[src/rtl/z80_bus_decoder_if.sv]
// rtl/z80_bus_decoder_if.sv - Z80 CPU-side bus bundle between the core and the region decoder
interface z80_bus_decoder_if #(
    parameter int NUM_REGIONS = 4
);
    logic [15:0]            addr;
    logic [7:0]             data_in;
    logic                   rd_n;
    logic                   wr_n;
    logic                   mreq_n;
    logic                   iorq_n;
    logic                   m1_n;
    logic                   memrd;
    logic                   memwr;
    logic                   iord;
    logic                   iowr;
    logic                   inta;
    logic [NUM_REGIONS-1:0] region_ena;
    logic                   wait_n;
    logic                   cfg_sel;
    logic [7:0]             cfg_rd_data;

    modport master (
        output addr, data_in, rd_n, wr_n, mreq_n, iorq_n, m1_n,
        input  memrd, memwr, iord, iowr, inta, region_ena, wait_n, cfg_sel, cfg_rd_data
    );

    modport slave (
        input  addr, data_in, rd_n, wr_n, mreq_n, iorq_n, m1_n,
        output memrd, memwr, iord, iowr, inta, region_ena, wait_n, cfg_sel, cfg_rd_data
    );
endinterface

[src/rtl/z80_bus_decoder.sv]
// rtl/z80_bus_decoder.sv - Z80 strobe decode, programmable region match and per-region wait states
module z80_bus_decoder #(
    parameter int         NUM_REGIONS = 4,
    parameter logic [7:0] CFG_IO_BASE = 8'h40,
    parameter int         WAIT_W      = 3
) (
    input logic              clk,
    input logic              rst_n,
    z80_bus_decoder_if.slave bus
);
    localparam int         IDX_W    = $clog2(NUM_REGIONS);
    localparam logic [8:0] WIN_SIZE = 9'(4 * NUM_REGIONS);

    typedef enum logic [1:0] {
        ST_IDLE,
        ST_WAIT,
        ST_HOLD
    } state_t;

    logic [7:0]        base_q [NUM_REGIONS];
    logic [7:0]        base_d [NUM_REGIONS];
    logic [7:0]        mask_q [NUM_REGIONS];
    logic [7:0]        mask_d [NUM_REGIONS];
    logic [7:0]        ctrl_q [NUM_REGIONS];
    logic [7:0]        ctrl_d [NUM_REGIONS];
    logic              iowr_q;
    logic              iowr_d;
    logic              mreq_n_q;
    logic              mreq_n_d;
    state_t            state_q;
    state_t            state_d;
    logic [WAIT_W-1:0] cnt_q;
    logic [WAIT_W-1:0] cnt_d;
    logic              wait_n_q;
    logic              wait_n_d;

    logic [8:0]             cfg_off;
    logic                   win_hit;
    logic                   cfg_ok;
    logic [IDX_W-1:0]       cfg_idx;
    logic [1:0]             cfg_reg;
    logic                   cfg_we;
    logic [NUM_REGIONS-1:0] region_ena_c;
    logic                   region_hit;
    logic [WAIT_W-1:0]      hit_wait;
    logic [7:0]             rd_data_c;

    assign bus.memrd = ~bus.rd_n & ~bus.mreq_n;
    assign bus.memwr = ~bus.wr_n & ~bus.mreq_n;
    assign bus.iord  = ~bus.rd_n & ~bus.iorq_n;
    assign bus.iowr  = ~bus.wr_n & ~bus.iorq_n;
    assign bus.inta  = ~bus.m1_n & ~bus.iorq_n;

    // Addresses below the window wrap to >= 256 in 9 bits, so one compare covers both bounds.
    assign cfg_off = {1'b0, bus.addr[7:0]} - {1'b0, CFG_IO_BASE};
    assign win_hit = (cfg_off < WIN_SIZE);
    assign cfg_ok  = win_hit & ~bus.inta;
    assign cfg_idx = IDX_W'(cfg_off >> 2);
    assign cfg_reg = cfg_off[1:0];
    assign cfg_we  = bus.iowr & ~iowr_q & cfg_ok;

    assign bus.cfg_sel     = bus.iord & cfg_ok;
    assign bus.cfg_rd_data = rd_data_c;
    assign bus.region_ena  = region_ena_c;
    assign bus.wait_n      = wait_n_q;

    always_comb begin
        rd_data_c = 8'h00;
        if (win_hit) begin
            case (cfg_reg)
                2'd0:    rd_data_c = base_q[cfg_idx];
                2'd1:    rd_data_c = mask_q[cfg_idx];
                2'd2:    rd_data_c = ctrl_q[cfg_idx];
                default: rd_data_c = 8'h00;
            endcase
        end
    end

    always_comb begin
        region_ena_c = '0;
        region_hit   = 1'b0;
        hit_wait     = '0;
        for (int i = 0; i < NUM_REGIONS; i++) begin
            if (!region_hit && ctrl_q[i][7] &&
                ((bus.addr[15:8] & mask_q[i]) == (base_q[i] & mask_q[i]))) begin
                region_hit      = 1'b1;
                region_ena_c[i] = 1'b1;
                hit_wait        = ctrl_q[i][WAIT_W-1:0];
            end
        end
    end

    always_comb begin
        base_d = base_q;
        mask_d = mask_q;
        ctrl_d = ctrl_q;
        if (cfg_we) begin
            case (cfg_reg)
                2'd0:    base_d[cfg_idx] = bus.data_in;
                2'd1:    mask_d[cfg_idx] = bus.data_in;
                2'd2:    ctrl_d[cfg_idx] = bus.data_in;
                default: ;
            endcase
        end
        iowr_d   = bus.iowr;
        mreq_n_d = bus.mreq_n;
    end

    // The wait count is latched on entry so later table writes cannot stretch a running wait.
    always_comb begin
        state_d  = state_q;
        cnt_d    = cnt_q;
        wait_n_d = 1'b1;
        case (state_q)
            ST_IDLE: begin
                if (!bus.mreq_n && mreq_n_q) begin
                    if (region_hit && (hit_wait != '0)) begin
                        state_d  = ST_WAIT;
                        cnt_d    = hit_wait;
                        wait_n_d = 1'b0;
                    end else begin
                        state_d = ST_HOLD;
                    end
                end
            end
            ST_WAIT: begin
                if (bus.mreq_n) begin
                    state_d = ST_IDLE;
                end else if (cnt_q == WAIT_W'(1)) begin
                    state_d = ST_HOLD;
                end else begin
                    cnt_d    = cnt_q - 1'b1;
                    wait_n_d = 1'b0;
                end
            end
            ST_HOLD: begin
                if (bus.mreq_n) begin
                    state_d = ST_IDLE;
                end
            end
            default: state_d = ST_IDLE;
        endcase
    end

    always_ff @(posedge clk or negedge rst_n) begin
        if (!rst_n) begin
            for (int i = 0; i < NUM_REGIONS; i++) begin
                base_q[i] <= (i == 1) ? 8'h80 : 8'h00;
                mask_q[i] <= (i == 0) ? 8'h80 : ((i == 1) ? 8'hFF : 8'h00);
                ctrl_q[i] <= (i < 2) ? 8'h80 : 8'h00;
            end
            iowr_q   <= 1'b0;
            mreq_n_q <= 1'b1;
            state_q  <= ST_IDLE;
            cnt_q    <= '0;
            wait_n_q <= 1'b1;
        end else begin
            base_q   <= base_d;
            mask_q   <= mask_d;
            ctrl_q   <= ctrl_d;
            iowr_q   <= iowr_d;
            mreq_n_q <= mreq_n_d;
            state_q  <= state_d;
            cnt_q    <= cnt_d;
            wait_n_q <= wait_n_d;
        end
    end
endmodule

[src/flat_wrapper.sv]
// flat-port wrapper written by rule: the top's interface ports become plain ports
module z80_bus_decoder_flat 
#(
    parameter int         NUM_REGIONS = 4,
    parameter logic [7:0] CFG_IO_BASE = 8'h40,
    parameter int         WAIT_W      = 3
)
  (clk, rst_n, bus_addr, bus_data_in, bus_rd_n, bus_wr_n, bus_mreq_n, bus_iorq_n, bus_m1_n, bus_memrd, bus_memwr, bus_iord, bus_iowr, bus_inta, bus_region_ena, bus_wait_n, bus_cfg_sel, bus_cfg_rd_data);
  z80_bus_decoder_if #(.NUM_REGIONS(NUM_REGIONS)) bus_i ();
  input logic clk;
  input logic rst_n;
  input wire logic [$bits(bus_i.addr)-1:0] bus_addr;
  input wire logic [$bits(bus_i.data_in)-1:0] bus_data_in;
  input wire logic [$bits(bus_i.rd_n)-1:0] bus_rd_n;
  input wire logic [$bits(bus_i.wr_n)-1:0] bus_wr_n;
  input wire logic [$bits(bus_i.mreq_n)-1:0] bus_mreq_n;
  input wire logic [$bits(bus_i.iorq_n)-1:0] bus_iorq_n;
  input wire logic [$bits(bus_i.m1_n)-1:0] bus_m1_n;
  output wire logic [$bits(bus_i.memrd)-1:0] bus_memrd;
  output wire logic [$bits(bus_i.memwr)-1:0] bus_memwr;
  output wire logic [$bits(bus_i.iord)-1:0] bus_iord;
  output wire logic [$bits(bus_i.iowr)-1:0] bus_iowr;
  output wire logic [$bits(bus_i.inta)-1:0] bus_inta;
  output wire logic [$bits(bus_i.region_ena)-1:0] bus_region_ena;
  output wire logic [$bits(bus_i.wait_n)-1:0] bus_wait_n;
  output wire logic [$bits(bus_i.cfg_sel)-1:0] bus_cfg_sel;
  output wire logic [$bits(bus_i.cfg_rd_data)-1:0] bus_cfg_rd_data;
  assign bus_i.addr = bus_addr;
  assign bus_i.data_in = bus_data_in;
  assign bus_i.rd_n = bus_rd_n;
  assign bus_i.wr_n = bus_wr_n;
  assign bus_i.mreq_n = bus_mreq_n;
  assign bus_i.iorq_n = bus_iorq_n;
  assign bus_i.m1_n = bus_m1_n;
  assign bus_memrd = bus_i.memrd;
  assign bus_memwr = bus_i.memwr;
  assign bus_iord = bus_i.iord;
  assign bus_iowr = bus_i.iowr;
  assign bus_inta = bus_i.inta;
  assign bus_region_ena = bus_i.region_ena;
  assign bus_wait_n = bus_i.wait_n;
  assign bus_cfg_sel = bus_i.cfg_sel;
  assign bus_cfg_rd_data = bus_i.cfg_rd_data;
  z80_bus_decoder #(.NUM_REGIONS(NUM_REGIONS), .CFG_IO_BASE(CFG_IO_BASE), .WAIT_W(WAIT_W)) u_core (.clk(clk), .rst_n(rst_n), .bus(bus_i));
endmodule
[config.mk]
export PLATFORM = sky130hd
export DESIGN_NAME = z80_bus_decoder_flat
export DESIGN_NICKNAME = d
export VERILOG_FILES = /design/src/rtl/z80_bus_decoder_if.sv /design/src/rtl/z80_bus_decoder.sv /design/src/flat_wrapper.sv
export SDC_FILE = /design/constraint.sdc
export NUM_CORES = 1
export LEC_CHECK = 0
export CAP_MARGIN = 20
export CORE_MARGIN = 4
export CORE_UTILIZATION = 45
export DETAILED_ROUTE_END_ITERATION = 10
export PLACE_DENSITY = 0.7
export SLEW_MARGIN = 20
export SYNTH_ARGS = -nofsm -noshare
export SYNTH_HDL_FRONTEND = slang
export SYNTH_SLANG_ARGS = --single-unit
[constraint.sdc]
create_clock -name clk -period 4.3 [get_ports clk]
set_input_delay 1.29 -clock clk [delete_from_list [all_inputs] [get_ports clk]]
set_output_delay 1.29 -clock clk [all_outputs]
set_load 0.005 [all_outputs]
==> results.md, run 1 <==
* Yosys warning count at 0
* Fin crit share at 98.2%
* CTS tree: built
* GR Overflow Total at 0
* H-Tree Depth at 3
* Power per cell area at 313 mW/mm^2
* Clock Sinks at 104
* Layout cells sized above 1 at 45.3%
* Setup TNS at 0 ps
* Initial Utilization at 46.1%
* Post-Syn Nets at 445
* Worst skew pair latency at 350 ps
* Slew headroom at 53.8%
* Die height at 119 um
* Setup ws final at 79.5 ps
* Critical Path Max Stage Delay at 500 ps
* WP buf/inv at 4
* Total I/O pin count at 50
* Final Skew at 6.68 ps
* CTS clk-pin slew, worst paths at 70 ps
* Commonest non-fill, non-tap cell in the layout: mux2_2
* Crit path kind: primary input to output port
* Post-route DRC violation count at 0
* Core area at 0.0120 sq mm
* Vias per inst at 5.93
* GRT Resource Usage Total at 21.9%
* Nets at 523
* CTS Buffer Depth at 2
* # diodes at 0
* Die Width at 119 um
* Leak at 3.24 nW
* Most frequent cells in the layout: 93 x mux2_2, 90 x dfrtp_1, 29 x buf_4
* DIE AREA at 0.0141 sq mm
* Num CTS Buffers at 9
* Status: finished clean
* Crit path max fanout at 3
* Post-synthesis sequential area ratio at 47.4%
* FFs w/ async S/R, synth at 100%
* WP data arrival at 2930 ps
* Cells after Synth at 412
* Number of synthesized flops with an enable pin at 0
* 1st-pass router iterations at 5
* HP Class: register to register
* Crit-path most repeated cell: nand2_1
* Crit-path slowest cell: clkdlybuf4s50_1
* Drt total wl at 14,700 um
* Synthesized area at 0.00553 sq mm
* Least-Margin Pin Slew at 694 ps
* Final antenna-violating net count at 0
* 1st-iter DRT viols at 180
* DP Worst Slack at -435 ps
* Worst-path cell chain: dlygate4sd2_1, buf_4, xor2_2, nand2_1, nand2_1, or2_4, inv_2, clkdlybuf4s50_1
* Fin. max-slew vios at 0
* RSZ-0062 raised after global routing: no
* Yosys reg bits at 104
* Final setup viols at 0
* VDD IR max at 0.164 mV
* WP data required at 3010 ps
* Initial antenna violation count at 0
* DR WL/cell at 23.0 um
* Vias in the first global route at 4,164
* # port buffers at 49
* Largest net degree at the start of global routing at 56
* Primary FF master, synth: dfrtp_1
* Synth area leader: dfrtp_1
* Detailed-placement wirelength estimate at 10,500 um
* Global-route wire length before repair at 23,800 um
* CTS Root Cell: clkbuf_16
* Max Cap Viol at 0
* CP Launch Type: primary input
* Distinct cell type count after synthesis at 48
* Fin crit period at 4220 ps
* CP endpoint kind: output port
* CP top delay family: buffers and inverters
* Hold Violations, Final at 0
* Synthesis-to-layout area growth at 24.2%
* Fmax at 0.237 GHz
* Row Count at 40
* Area share of the largest cell type after synthesis at 40.7%
* Hold_buf cts at 0
* Routability cong. at 0.878
* Main area contributors after synthesis: dfrtp_1 41%, mux2_2 19%, mux4_2 9.8%
* Via count at 3,809
* Average size of a mapped cell at 13.4 sq um
[where the power goes]
part,internal (W),switching (W)
Combinational,0.000122,0.000133
Sequential,0.00101,0.0000233
Clock,0.000509,0.000356
[cell usage after synthesis, drive strengths merged, types with 3 or more instances]
cell type	count
or3	4
nand2	10
clkbuf	14
mux2	93
dfrtp	90
mux4	24
xor2	32
inv	15
a21oi	3
and2	8
nor2	18
o22ai	10
and3	3
dfstp	14
o21ai	6
buf	7
nor2b	3
or2	4
nand4	3
mux2i	9
a22oi	10
nand2b	4
a222oi	3
a211oi	3
[cells by family after synthesis]
family	Yosys count	synth area share, %
mux	126	30.3
flops	104	47.4
simple gates	65	7.64
compound gates	47	6.58
buf+inv	36	2.58
xor+xnor	32	5.07
fa+ha+maj	2	0.452
[path summary, 6_finish.rpt]
kind	slack, ps	endpoint	depth (start not counted)	from
max in group asynchronous	2430	u_core.mask_q[31]	2	rst_n
worst max-delay path	80	bus_region_ena[0]	8	bus_addr[13]
worst max register to register	1520	u_core.cnt_q[2]	11	u_core.base_q[21]
worst min register to register	510	u_core.ctrl_q[21]	1	u_core.ctrl_q[21]
worst min-delay path	510	u_core.ctrl_q[21]	1	u_core.ctrl_q[21]
min in group asynchronous	980	u_core.base_q[7]	1	rst_n
[worst reg2reg max path, stage by stage, from the launching register on]
cell and delay, ps:
dfrtp_1 410, xor2_1 170, buf_4 140, a222oi_1 280
nand4_2 160, buf_6 160, buf_4 150, and3_1 160
o22a_1 230, a2111oi_4 460, a211oi_1 160, a2bb2oi_1 170
[area by class of cell]
| type | count | area (sq um) |
|---|---|---|
| clock buffer | 12 | 236 |
| clock inverter | 4 | 70.1 |
| fill | 980 | 5140 |
| inverter | 15 | 56.3 |
| multi-input combinational | 272 | 2840 |
| sequential | 104 | 2620 |
| tap | 147 | 184 |
| timing repair buffer | 88 | 860 |
[flip-flops by register name, indices dropped and copies added (netlist names)]
name / count
u_core.mreq_n_q: 1
u_core.bus.wait_n: 1
u_core.state_q: 2
u_core.base_q: 32
u_core.cnt_q: 3
u_core.ctrl_q: 32
u_core.mask_q: 32
u_core.iowr_q: 1
[timing repair]
item                                    in CTS  in global routing
endpoints found under the setup margin      12                  6
cloned                                       2                  0
gates resized for setup                     45                 20
buffers inserted                             4                  1
pin swaps                                    7                  8
[metal layers]
metal	track usage (%)	routed length, um
met1	29.9	6430
met2	35.8	7280
met3	4.13	764
met4	6.81	260
met5	0	0
[per-stage QoR]
stage                     power [W]  hold WS (ps)  util [%]  std cells  instance area [sq um]
after floorplan             0.00117           475         -        412                   5530
after global placement      0.00128           484      53.1        619                   6380
after detailed placement    0.00129           494      53.1        619                   6380
after CTS                   0.00216           509      57.1        641                   6850
after global routing        0.00223           524      57.2        642                   6870
final                       0.00215           507      57.2        642                   6870
Power figures use the tool's default switching activity.
==> run 2: changes to the inputs <==
--- a/config.mk
+++ b/config.mk
@@ -5,6 +5,7 @@
 export SDC_FILE = /design/constraint.sdc
 export NUM_CORES = 1
 export LEC_CHECK = 0
+export ABC_AREA = 1
 export CAP_MARGIN = 20
 export CORE_MARGIN = 4
 export CORE_UTILIZATION = 45
==> constraint.sdc (replaced) <==
create_clock -name clk -period 4.3 [get_ports clk]
set_input_delay 0.86 -clock clk [delete_from_list [all_inputs] [get_ports clk]]
set_output_delay 0.86 -clock clk [all_outputs]
set_load 0.01 [all_outputs]
==> run 2 against run 1 <==
  * Synthesized cell count increased by 75%
  * Global-route usage increased by 1.5 points
  * Wire length increased by 11%
  * Sequential power about the same
  * Die area increased by 4.1%
  * Via count increased by 36%
  * Clock skew decreased by 2.5 ps
  * Total power decreased by 2.5%
  * Final cell count increased by 47%
==> results.md, run 2 <==
* Placed Cells at 929
* Final Skew at 4.18 ps
* Slew headroom at 41.2%
* # port buffers at 49
* GR Overflow Total at 0
* Core area at 0.0126 sq mm
* Power per cell area at 313 mW/mm^2
* CTS Buffer Depth at 2
* 1st-iter DRT viols at 429
* Initial Utilization at 45.9%
* Area share of the largest cell type after synthesis at 39.0%
* CP Launch Type: primary input
* Distinct cell type count after synthesis at 33
* Drt total wl at 16,400 um
* Primary FF master, synth: dfrtp_1
* Cells after Synth at 723
* 1st-pass router iterations at 5
* Post-synth top cells: 194 x nand2_1, 100 x o21ai_0, 90 x dfrtp_1
* Detailed-placement wirelength estimate at 11,700 um
* Most frequent cells in the layout: 194 x nand2_1, 100 x o21ai_0, 90 x dfrtp_1
* Average size of a mapped cell at 7.99 sq um
* Finished layout cell area at 0.00671 sq mm
* Worst skew pair latency at 350 ps
* Number of synthesized flops with an enable pin at 0
* CTS tree: built
* Mux cell area share after synthesis at 0%
* # diodes at 0
* Final setup viols at 0
* Yosys warning count at 0
* FFs w/ async S/R, synth at 100%
* CTS clk-pin slew, worst paths at 60 ps
* Crit path max fanout at 13
* Post-Syn Nets at 756
* Hold Violations, Final at 0
* Yosys reg bits at 104
* Layout cells sized above 1 at 8.28%
* CP endpoint kind: output port
* Vias per inst at 5.47
* Hold_buf cts at 0
* Vias in the first global route at 4,943
* Initial antenna violation count at 0
* Fmax at 0.250 GHz
* Post-synthesis sequential area ratio at 45.4%
* GRT Resource Usage Total at 23.5%
* Die height at 121 um
* VDD IR max at 0.139 mV
* Commonest non-fill, non-tap cell in the layout: nand2_1
* Placed standard-cell area at 0.00640 sq mm
* WP data arrival at 3140 ps
* Crit path kind: primary input to output port
* Fin cells at 945
* Via count at 5,167
* Clock Sinks at 104
* HP Class: register to register
* Fin. max-slew vios at 0
* Max Cap Viol at 0
* Top Registers: u_core.base_q (32), u_core.ctrl_q (32), u_core.mask_q (32)
* Post-Synth Adder-Cell Area at 0.433%
* CTS Root Cell: clkbuf_16
* Total I/O pin count at 50
* Main area contributors after synthesis: dfrtp_1 39%, nand2_1 13%, o21ai_0 8.7%
* Global-route wire length before repair at 26,400 um
* Row Count at 41
* Largest net degree at the start of global routing at 70
* Final antenna-violating net count at 0
* WP data required at 3440 ps
* Num CTS Buffers at 9
* Top-count cell post-synth: nand2_1
* Die Width at 121 um
* Synth Area in Simple Gates at 26.5%
* RSZ-0062 raised after global routing: no
* Area fraction in compound gates after synthesis at 18.7%
* Leak at 2.91 nW
* Post-route DRC violation count at 0
* Fin crit share at 93.1%
* Routability cong. at 0.885
* Post-Synth XOR/XNOR Area at 0%
* Synth area leader: dfrtp_1
* Setup TNS at 0 ps
* DR WL/cell at 17.4 um
* DIE AREA at 0.0147 sq mm
* Status: finished clean
* Fin crit period at 4000 ps
* Largest family of logic cells by synthesized area: simple AND/OR/NAND/NOR gates
* Least-Margin Pin Slew at 882 ps
* Synthesized area at 0.00577 sq mm
* H-Tree Depth at 3
* Synthesis-to-layout area growth at 16.2%
* Nets at 801
-- run 2: cells by family after synthesis --
family / Yosys count
fa+ha+maj: 2
compound gates: 178
buf+inv: 109
flops: 104
simple gates: 330
-- run 2: worst paths after layout --
path | to | slack (ps) | cells past startpoint | from
min in group asynchronous | u_core.cnt_q[2] | 630 | 1 | rst_n
hold reg to reg | u_core.ctrl_q[20] | 490 | 2 | u_core.ctrl_q[20]
setup / recovery | bus_cfg_rd_data[7] | 300 | 9 | bus_addr[3]
max in group asynchronous | u_core.mask_q[21] | 2650 | 2 | rst_n
setup reg to reg | u_core.cnt_q[1] | 2060 | 14 | u_core.base_q[25]
hold / removal | u_core.ctrl_q[20] | 490 | 2 | u_core.ctrl_q[20]
-- run 2: what timing repair did --
action | 4_1_cts | 5_1_grt
buffers inserted | 0 | 0
endpoints found under the setup margin | 0 | 3
gates resized for setup | 0 | 1
-- run 2: metal layers --
metal / GRT usage [%] / up-vias / wire [um]
li1: - / 2507 / -
met1: 31.1 / 2405 / 7000
met2: 37.6 / 212 / 7730
met3: 3.59 / 43 / 1040
met4: 11.6 / 0 / 654
met5: 0 / - / 0
-- run 2: worst max-delay path, cell delays in order --
cell and delay, ps:
clkdlybuf4s50_1 500, nand2_2 140, clkinvlp_4 290, buf_4 280
a22oi_1 180, a21boi_0 110, o21ai_0 240, inv_1 60
clkdlybuf4s50_1 480
-- run 2: through the flow --
| step | worst slack, ps | hold slack (ps) | total power [W] | util (%) |
|---|---|---|---|---|
| floorplan | 1290 | 453 | 0.00114 | - |
| global route | 110 | 508 | 0.00218 | 53.4 |
| finish | 297 | 489 | 0.00210 | 53.4 |
| CTS | 128 | 492 | 0.00212 | 53.4 |
| detailed placement | 129 | 476 | 0.00125 | 50.9 |
| global placement | 192 | 467 | 0.00124 | 50.9 |
-- run 2: power by group --
group          internal, W  leakage, nW  switching [W]
Sequential         0.00100         1.39      0.0000205
Clock             0.000509        0.151       0.000359
Combinational    0.0000748         1.37       0.000134
Total              0.00159         2.91       0.000513
-- run 2: cell type report --
cell class,instances,area (sq um)
Clock buffer,12,236
Clock inverter,4,70.1
Fill cell,1217,5860
Inverter,78,297
Multi-Input combinational cell,510,2640
Sequential cell,104,2620
Tap cell,172,215
Timing Repair Buffer,65,633
